File: config.mk
export PLATFORM = sky130hd
export DESIGN_NAME = fetch_queue_flat
export DESIGN_NICKNAME = d
export VERILOG_FILES = /design/src/rtl/fetch_queue_if.sv /design/src/rtl/fetch_queue.sv /design/src/flat_wrapper.sv
export SDC_FILE = /design/constraint.sdc
export NUM_CORES = 1
export LEC_CHECK = 0
export CAP_MARGIN = 20
export CORE_AREA = 8 8 221 223
export DETAILED_ROUTE_END_ITERATION = 8
export DIE_AREA = 0 0 229 231
export GPL_TIMING_DRIVEN = 0
export PLACE_DENSITY = 0.49
export SLEW_MARGIN = 25
export SYNTH_ARGS = -nofsm -noshare
export SYNTH_HDL_FRONTEND = slang
export SYNTH_SLANG_ARGS = --single-unit
File: constraint.sdc
create_clock -name clk -period 4.7 [get_ports clk]
set_clock_uncertainty 0.2 [all_clocks]
set_input_delay 1.175 -clock clk [delete_from_list [all_inputs] [get_ports clk]]
set_output_delay 1.175 -clock clk [all_outputs]
set_load 0.05 [all_outputs]
File: src/rtl/fetch_queue_if.sv
// fetch_queue_if: bundles the redirect, memory request/response and decode
// handshake signals of the instruction fetch queue.
//   master : the fetch queue (drives requests, instructions, error flag)
//   slave  : the environment (core control, memory, decode)
interface fetch_queue_if;
    logic        redirect_valid;
    logic [31:0] redirect_pc;
    logic        mem_req_valid;
    logic        mem_req_ready;
    logic [31:0] mem_req_addr;
    logic        mem_resp_valid;
    logic [31:0] mem_resp_data;
    logic        inst_valid;
    logic        inst_ready;
    logic [31:0] inst;
    logic [31:0] inst_pc;
    logic        err_unexpected_resp;

    modport master (
        input  redirect_valid, redirect_pc, mem_req_ready, mem_resp_valid,
               mem_resp_data, inst_ready,
        output mem_req_valid, mem_req_addr, inst_valid, inst, inst_pc,
               err_unexpected_resp
    );

    modport slave (
        output redirect_valid, redirect_pc, mem_req_ready, mem_resp_valid,
               mem_resp_data, inst_ready,
        input  mem_req_valid, mem_req_addr, inst_valid, inst, inst_pc,
               err_unexpected_resp
    );
endinterface

File: src/rtl/fetch_queue.sv
// fetch_queue: instruction prefetch stage. Issues sequential 32-bit fetch
// requests to a variable-latency, in-order memory port, buffers responses in
// a DEPTH-entry FIFO and hands {inst, inst_pc} to decode. A redirect flushes
// the FIFO and marks every in-flight request as stale; stale responses are
// dropped before fetching restarts at the new PC.
// Ports:
//   clk   : clock, all state on posedge
//   reset : synchronous, active-high
//   bus   : fetch_queue_if.master (redirect, mem req/resp, inst handshake,
//           sticky unexpected-response flag)
module fetch_queue #(
    parameter int          DEPTH           = 4,
    parameter int          MAX_OUTSTANDING = 4,
    parameter logic [31:0] RESET_PC        = 32'h2000
) (
    input  logic           clk,
    input  logic           reset,
    fetch_queue_if.master  bus
);
    localparam int AW = (DEPTH > 1) ? $clog2(DEPTH) : 1;
    localparam int CW = $clog2(DEPTH + 1);
    localparam int OW = $clog2(MAX_OUTSTANDING + 1);

    localparam logic [0:0] S_FETCH = 1'b0;
    localparam logic [0:0] S_FLUSH = 1'b1;

    logic [0:0]    state_q, state_d;
    logic [31:0]   fetch_pc_q, fetch_pc_d;
    logic [31:0]   resp_pc_q, resp_pc_d;
    logic [OW-1:0] outst_q, outst_d;
    logic [OW-1:0] drop_q, drop_d;
    logic [CW-1:0] count_q, count_d;
    logic [AW-1:0] rd_ptr_q, rd_ptr_d;
    logic [AW-1:0] wr_ptr_q, wr_ptr_d;
    logic          err_q, err_d;

    logic [31:0]   inst_mem_q [DEPTH];
    logic [31:0]   pc_mem_q   [DEPTH];

    logic          has_credit, req_fire, unexpected, resp_ok, drop, enq, deq;
    logic [31:0]   redir_pc;

    // Credits cover both buffered and in-flight entries, so every response
    // that is not dropped always finds a free FIFO slot.
    assign has_credit = (int'(count_q) + int'(outst_q) < DEPTH) &&
                        (int'(outst_q) < MAX_OUTSTANDING);

    assign bus.mem_req_valid = !reset && (state_q == S_FETCH) && has_credit &&
                               !bus.redirect_valid;
    assign bus.mem_req_addr  = fetch_pc_q;

    assign req_fire   = bus.mem_req_valid && bus.mem_req_ready;
    // A response with a request firing in the same cycle answers that request.
    assign unexpected = bus.mem_resp_valid && (outst_q == '0) && !req_fire;
    assign resp_ok    = bus.mem_resp_valid && !unexpected;
    assign drop       = resp_ok && (drop_q != '0);
    assign enq        = resp_ok && !drop && !bus.redirect_valid;

    assign bus.inst_valid          = !reset && (count_q != '0);
    assign bus.inst                = inst_mem_q[rd_ptr_q];
    assign bus.inst_pc             = pc_mem_q[rd_ptr_q];
    assign bus.err_unexpected_resp = err_q;

    assign deq      = bus.inst_valid && bus.inst_ready;
    assign redir_pc = bus.redirect_pc & ~32'h3;

    always_comb begin
        fetch_pc_d = fetch_pc_q;
        resp_pc_d  = resp_pc_q;
        outst_d    = outst_q;
        drop_d     = drop_q;
        count_d    = count_q;
        rd_ptr_d   = rd_ptr_q;
        wr_ptr_d   = wr_ptr_q;
        err_d      = err_q | unexpected;

        case ({req_fire, resp_ok})
            2'b10:   outst_d = outst_q + OW'(1);
            2'b01:   outst_d = outst_q - OW'(1);
            default: outst_d = outst_q;
        endcase

        if (req_fire) fetch_pc_d = fetch_pc_q + 32'd4;
        if (drop)     drop_d     = drop_q - OW'(1);

        if (enq) begin
            resp_pc_d = resp_pc_q + 32'd4;
            wr_ptr_d  = wr_ptr_q + AW'(1);
        end
        if (deq) rd_ptr_d = rd_ptr_q + AW'(1);

        case ({enq, deq})
            2'b10:   count_d = count_q + CW'(1);
            2'b01:   count_d = count_q - CW'(1);
            default: count_d = count_q;
        endcase

        // Everything still in flight after this edge belongs to the old path.
        if (bus.redirect_valid) begin
            fetch_pc_d = redir_pc;
            resp_pc_d  = redir_pc;
            drop_d     = outst_d;
            count_d    = '0;
            rd_ptr_d   = '0;
            wr_ptr_d   = '0;
        end

        state_d = (drop_d != '0) ? S_FLUSH : S_FETCH;
    end

    always_ff @(posedge clk) begin
        if (reset) begin
            state_q    <= S_FETCH;
            fetch_pc_q <= RESET_PC;
            resp_pc_q  <= RESET_PC;
            outst_q    <= '0;
            drop_q     <= '0;
            count_q    <= '0;
            rd_ptr_q   <= '0;
            wr_ptr_q   <= '0;
            err_q      <= 1'b0;
        end else begin
            state_q    <= state_d;
            fetch_pc_q <= fetch_pc_d;
            resp_pc_q  <= resp_pc_d;
            outst_q    <= outst_d;
            drop_q     <= drop_d;
            count_q    <= count_d;
            rd_ptr_q   <= rd_ptr_d;
            wr_ptr_q   <= wr_ptr_d;
            err_q      <= err_d;
        end
    end

    // Storage needs no reset: count_q gates visibility.
    always_ff @(posedge clk) begin
        if (enq) begin
            inst_mem_q[wr_ptr_q] <= bus.mem_resp_data;
            pc_mem_q[wr_ptr_q]   <= resp_pc_q;
        end
    end

    overflow_a: assert property (@(posedge clk) disable iff (reset)
        !(enq && !deq && (count_q == CW'(DEPTH))));

endmodule
File: src/flat_wrapper.sv
// flat-port wrapper written by rule: the top's interface ports become plain ports
module fetch_queue_flat 
#(
    parameter int          DEPTH           = 4,
    parameter int          MAX_OUTSTANDING = 4,
    parameter logic [31:0] RESET_PC        = 32'h2000
)
  (clk, reset, bus_redirect_valid, bus_redirect_pc, bus_mem_req_ready, bus_mem_resp_valid, bus_mem_resp_data, bus_inst_ready, bus_mem_req_valid, bus_mem_req_addr, bus_inst_valid, bus_inst, bus_inst_pc, bus_err_unexpected_resp);
  fetch_queue_if bus_i ();
  input  logic clk;
  input  logic reset;
  input wire logic [$bits(bus_i.redirect_valid)-1:0] bus_redirect_valid;
  input wire logic [$bits(bus_i.redirect_pc)-1:0] bus_redirect_pc;
  input wire logic [$bits(bus_i.mem_req_ready)-1:0] bus_mem_req_ready;
  input wire logic [$bits(bus_i.mem_resp_valid)-1:0] bus_mem_resp_valid;
  input wire logic [$bits(bus_i.mem_resp_data)-1:0] bus_mem_resp_data;
  input wire logic [$bits(bus_i.inst_ready)-1:0] bus_inst_ready;
  output wire logic [$bits(bus_i.mem_req_valid)-1:0] bus_mem_req_valid;
  output wire logic [$bits(bus_i.mem_req_addr)-1:0] bus_mem_req_addr;
  output wire logic [$bits(bus_i.inst_valid)-1:0] bus_inst_valid;
  output wire logic [$bits(bus_i.inst)-1:0] bus_inst;
  output wire logic [$bits(bus_i.inst_pc)-1:0] bus_inst_pc;
  output wire logic [$bits(bus_i.err_unexpected_resp)-1:0] bus_err_unexpected_resp;
  assign bus_i.redirect_valid = bus_redirect_valid;
  assign bus_i.redirect_pc = bus_redirect_pc;
  assign bus_i.mem_req_ready = bus_mem_req_ready;
  assign bus_i.mem_resp_valid = bus_mem_resp_valid;
  assign bus_i.mem_resp_data = bus_mem_resp_data;
  assign bus_i.inst_ready = bus_inst_ready;
  assign bus_mem_req_valid = bus_i.mem_req_valid;
  assign bus_mem_req_addr = bus_i.mem_req_addr;
  assign bus_inst_valid = bus_i.inst_valid;
  assign bus_inst = bus_i.inst;
  assign bus_inst_pc = bus_i.inst_pc;
  assign bus_err_unexpected_resp = bus_i.err_unexpected_resp;
  fetch_queue #(.DEPTH(DEPTH), .MAX_OUTSTANDING(MAX_OUTSTANDING), .RESET_PC(RESET_PC)) u_core (.clk(clk), .reset(reset), .bus(bus_i));
endmodule
## Yosys cells after proc, flatten, opt, wreduce, memory -nomap -nowiden

Memories as Yosys holds them, arrays and structs flattened. A register that Yosys moved wholly into a read port is not among the register bits.
Index checks and enable logic that the tools add are counted.

- Register bits after elaboration: 79
- Memory bits (writable): 256
- Bits of input ports: 70
- Output and inout port bits: 99
- Word-level logic and storage cells: 72
- Memories: 2

- Add/sub/neg operators: 10
- $lt $le $gt $ge: 2
- Equality and inequality tests: 4
- Muxes and demuxes: 15
- Bitwise logic cells: 2
- Reductions and logical operators: 26

Memory list:

| memory | depth | bits a word | rd ports | clocked after memory_dff | wr ports | RTL line | source |
|---|---|---|---|---|---|---|---|
| u_core.inst_mem_q | 4 | 32 | 1 | 1 | 1 | fetch_queue.sv:37 | `logic [31:0] inst_mem_q [DEPTH];` |
| u_core.pc_mem_q | 4 | 32 | 1 | 1 | 1 | fetch_queue.sv:38 | `logic [31:0] pc_mem_q [DEPTH];` |

Operators with widths:

| operator | number |
|---|---|
| two-way mux 32 bit | 4 |
| adder 32 x 3 -> 32 bit, second input constant | 2 |
| less-than comparator 32 x 4 -> 1 bit, second input constant | 1 |
| logical AND 1 bit | 13 |
| case mux 3 bit (2 select lines) | 2 |
| nonzero test 3 bit | 3 |
| subtractor 3 x 1 -> 3 bit, second input constant | 3 |
| two-way mux 2 bit | 4 |
| adder 3 x 1 -> 3 bit, second input constant | 2 |
| two-way mux 3 bit | 2 |
| nonzero test 2 bit | 3 |
| logical NOT 1 bit | 5 |
| adder 2 x 1 -> 2 bit, second input constant | 2 |
| adder 3 x 3 -> 4 bit | 1 |
| equality test 2 x 1 -> 1 bit, second input constant | 2 |
| equality test 2 bit, second input constant | 2 |
| logical NOT 3 bit | 1 |
| less-than comparator 3 bit, second input constant | 1 |
| two-way mux 1 bit | 3 |
| OR reduction 2 bit | 1 |
| NOT 1 bit | 1 |
| bitwise OR 1 bit | 1 |

## Logic depth before layout (Yosys ltp)

- Depth after elaboration: 16
- Gate-level depth with buffers: 14
- Mapped depth without buffers: 12

## Least setup slack after synthesis

No wires, ideal clock.

- Path kind: input-to-reg
- From: input reset
- To: memory u_core.inst_mem_q[0][0] (enable)
- Library setup time: 0.427 ns
- Arrival time: 4.146 ns
- Data required time: 4.073 ns
- Path slack: -0.072 ns
- Stages: 6
- Path buffers: 1
- Cells stage by stage: buf_6 > or4_4 > nor4_4 > o21ai_1 > nor2_1 > and2_1

- Longest elaborated chain between the ends: 15

Ends and longest elaborated chain:

| what | RTL line | source |
|---|---|---|
| start: declaration | flat_wrapper.sv:11 | `input logic reset;` |
| logical NOT 1 bit (*) | fetch_queue.sv:48 | `assign bus.mem_req_valid = !reset && (state_q == S_FETCH) && has_credit &&` |
| logical AND 1 bit (*) (3 in a row) | fetch_queue.sv:48 |  |
| logical AND 1 bit (*) | fetch_queue.sv:52 | `assign req_fire = bus.mem_req_valid && bus.mem_req_ready;` |
| logical NOT 1 bit (*) | fetch_queue.sv:54 | `assign unexpected = bus.mem_resp_valid && (outst_q == '0) && !req_fire;` |
| logical AND 1 bit (*) | fetch_queue.sv:54 |  |
| logical NOT 1 bit (*) | fetch_queue.sv:55 | `assign resp_ok = bus.mem_resp_valid && !unexpected;` |
| logical AND 1 bit (*) | fetch_queue.sv:55 |  |
| logical AND 1 bit | fetch_queue.sv:56 | `assign drop = resp_ok && (drop_q != '0);` |
| logical NOT 1 bit | fetch_queue.sv:57 | `assign enq = resp_ok && !drop && !bus.redirect_valid;` |
| logical AND 1 bit (*) (2 in a row) | fetch_queue.sv:57 |  |
| two-way mux 1 bit (*) | fetch_queue.sv:137 | `if (enq) begin` |
| two-way mux 1 bit (implied by the code) (*) | fetch_queue.sv:138 | `inst_mem_q[wr_ptr_q] <= bus.mem_resp_data;` |
| end: declaration | fetch_queue.sv:37 |  |

Mark *: on every way between the ends. The rest lies on a longest branch, timed or not.

## Worst setup path after layout

- From: input reset
- To: output bus_inst_valid

- Longest elaborated chain between the ends: 2

Ends and longest elaborated chain:

| what | RTL line | source |
|---|---|---|
| logical NOT 1 bit | fetch_queue.sv:59 | `assign bus.inst_valid = !reset && (count_q != '0);` |
| logical AND 1 bit | fetch_queue.sv:59 |  |
| end: declaration | flat_wrapper.sv:20 | `output wire logic [$bits(bus_i.inst_valid)-1:0] bus_inst_valid;` |

No other way between the ends.

==> results.txt <==
Worst EP arrival -> 3180 ps
largest net degree at the start of global routing -> 39
R2R cell count -> 12
Area Growth Syn to Fin -> 27.8%
Initial DRC Count -> 591
DIE WIDTH -> 229 um
Nets -> 1169
most frequent cell on the critical path -> clkbuf_1
Pwr per Cell Area -> 414 mW/mm^2
total track usage -> 13.3%
placed instance count -> 1647
crit start category -> input pin
max_cap viols -> 0
hold depth -> 2
Synth async-reset ratio -> 0%
yosys warns -> 0
clock-pin slew on the worst setup and hold paths -> 60 ps
Min-Delay Endpoint -> u_core.bus.err_unexpected_resp$_SDFF_PP0_
Hold Fails Final Rpt -> 0
most frequent cells in the layout -> edfxtp_1, clkdlybuf4s50_1, dfxtp_1, mux4_2, nor2_1
register area share after synthesis -> 67.3%
CP max-delay cell -> clkdlybuf4s50_1
Residual DRC -> 0
I/O pin total -> 169
post-DP HPWL -> 24600 um
Vias -> 8318
vias in the first global route -> 8656
Core Region -> 0.0451 mm^2
post-CTS setup repair buffer count -> 0
routed len/inst -> 20.9 um
Avg Inst Size Synth -> 15.2 um^2
Row Count -> 78
Placer Congestion -> 0.865
outcome -> completed
hold_sp -> u_core.bus.err_unexpected_resp$_SDFF_PP0_
hold-fix buffers at CTS -> 0
CP Class -> in2out
first-pass GRT wire length -> 54700 um
headroom to the max-slew limit -> 43.0%
Yosys reg bits -> 325
setup_tns -> 0 ps
RSZ-0062 raised after global routing -> no
Reg-to-Reg Start -> u_core.outst_q[2]$_SDFF_PP0_
Critical Path End Type -> output pin
Antenna Cells -> 0
Initial Util -> 29.6%
Syn Inst Count -> 879
WP data required -> 3320 ps
Finished Layout Cells -> 1712
clock tree sinks -> 325
Final Util -> 37.9%
share of layout cells above drive strength 1 -> 13.5%
initial antenna violation count -> 0
worst skew pair latency -> 540 ps
cell family with most CP delay -> buffers and inverters
most common cell after layout, fill and taps aside -> edfxtp_1
f_max -> 0.220 GHz
leakage -> 5.39 nW
mapped cell area -> 0.0134 mm^2
VDD IR-drop max -> 0.000221 V
pins over their slew limit -> 0
CTS tree -> yes
fin crit share -> 96.9%
clock root cell -> clkbuf_16
drt total wl -> 35800 um
commonest register cell after synthesis -> edfxtp_1
vias per cell -> 4.86
origin of the worst setup path -> reset
drt pass-1 iters -> 7
final worst-path setup slack -> 146 ps
clk buf depth -> 3
cts bufs inserted -> 38
Setup-failing EPs final -> 0
crit-path max FO -> 10
CP bufs+invs -> 4
Critical Path, Cell by Cell -> buf_6 > clkbuf_1 > clkbuf_1 > nor2_1 > clkdlybuf4s50_1
reg2reg end -> u_core.state_q$_SDFF_PP0_
slew of the pin with the lowest slew margin -> 848 ps
HP Class -> reg2reg
Placement Setup Slack -> -782 ps
Post-DRT Antenna Nets -> 0
fin crit period -> 4550 ps
R2R Setup Slk -> 890 ps
H-tree lvl count -> 2
die height -> 231 um
Die ar. -> 0.0529 mm^2
GRT overflow -> 0
buffers added on ports -> 161
CP peak stage delay -> 740 ps
number of unique standard cell types used by synthesis -> 61
Post-synth EDFFs -> 248
Fin Hold WS -> 291 ps
-- metal layers --
metal,GRT usage (%),wire (um),vias up
li1,-,-,3863
met3,3.78,2220,60
met4,4.62,926,0
met2,21.3,16600,240
met1,17.3,16100,4155
met5,0,0,-
-- power breakdown --
group	total, mW	internal, mW	switching [mW]
logic	0.938	0.339	0.599
clock network	2.80	1.63	1.17
registers	3.32	3.22	0.0993
-- per-stage QoR --
stage	instance area [um^2]	power [mW]
after floorplan	13400	3.94
after global placement	15700	4.31
after detailed placement	15900	4.33
after CTS	17100	7.18
after global routing	17100	7.34
final	17100	7.06
-- worst reg2reg max path: cells and delay by family (launching register included) --
family	cells	cell delay, ps
flip-flops	1	460
AO/OA/AOI/OAI	2	450
buffers and inverters	1	70
adder cells (fa/ha/maj)	3	860
XOR/XNOR	1	160
AND/OR/NAND/NOR	5	1520
-- state kept, by name, summed over array words and instances, names as in the netlist, named ones only --
| name | cells |
|---|---|
| u_core.bus.err_unexpected_resp | 1 |
| u_core.pc_mem_q | 120 |
| u_core.drop_q | 3 |
| u_core.rd_ptr_q | 2 |
| u_core.wr_ptr_q | 2 |
| u_core.resp_pc_q | 30 |
| u_core.outst_q | 3 |
| u_core.bus.mem_req_addr | 30 |
| u_core.count_q | 3 |
| u_core.inst_mem_q | 128 |
| u_core.state_q | 1 |
-- Yosys cell counts, types with 2 or more instances --
library cell	number	share of area, %
and3_1	8	0.37
a21oi_1	41	1.5
mux2i_1	4	0.30
clkbuf_1	36	1.0
a31oi_1	11	0.51
o31a_1	8	0.52
or3_1	16	0.75
o2111ai_1	3	0.20
buf_4	4	0.22
and2_1	9	0.42
nand2b_1	4	0.19
edfxtp_1	248	56
a211oi_1	14	0.79
o21bai_1	4	0.22
a22oi_1	3	0.17
o21ai_0	23	0.86
o211ai_2	2	0.19
buf_1	6	0.17
a21o_1	2	0.11
a311oi_1	9	0.59
xnor2_1	20	1.3
nand3_1	28	1.0
inv_1	34	0.95
o21a_1	3	0.17
nand4_1	14	0.66
xor2_1	13	0.85
buf_6	2	0.17
mux4_2	62	10
fa_1	2	0.30
a21boi_0	11	0.62
nor2_1	48	1.3
o211ai_1	4	0.22
o22ai_1	2	0.094
dfxtp_1	77	12
ha_1	12	1.1
mux2_2	3	0.25
or2_2	3	0.14
nand2_1	30	0.84
a32oi_1	2	0.13
and4_1	6	0.39
nand4b_1	2	0.13
nor3_1	15	0.56
a221oi_1	2	0.13
nor4_1	12	0.56
-- how the worst max path moves through the flow --
stage | to | slack, ps | depth (start not counted)
floorplan | bus_mem_req_valid | 430 | 3
global placement | u_core.inst_mem_q[3][12]$_DFFE_PP_ | -920 | 6
detailed placement | u_core.state_q$_SDFF_PP0_ | -780 | 14
CTS | bus_inst_pc[12] | 3 | 4
global route | bus_inst_pc[14] | 4 | 3
finish | bus_inst_valid | 150 | 5
-- cell families (layout without fill, tap and decap cells) --
| group | after synthesis | after routing | share of synthesized area [%] |
|---|---|---|---|
| other cells | 1 | 4 | 0.0281 |
| xor+xnor | 33 | 33 | 2.16 |
| buf+inv | 83 | 313 | 2.56 |
| fa+ha+maj | 14 | 14 | 1.42 |
| simple gates | 203 | 203 | 8.03 |
| compound gates | 151 | 151 | 7.54 |
| flops | 325 | 325 | 67.3 |
| mux | 69 | 69 | 11.0 |
-- final cells by class --
cell class / instances / area [um^2]
Timing Repair Buffer: 165 / 1720
Multi-Input combinational cell: 474 / 4060
Inverter: 35 / 133
Clock inverter: 20 / 166
Tap cell: 600 / 751
Clock buffer: 47 / 1000
Buffer: 46 / 249
Fill cell: 4350 / 28000
Sequential cell: 325 / 8990
-- what timing repair did --
item                                    4_1_cts  5_1_grt
cloned                                        0        0
resized for setup                            15        3
endpoints found under the setup margin       64        6
hold endpoints to repair                      0        0
Note: power is estimated with default switching activity, not from simulation.
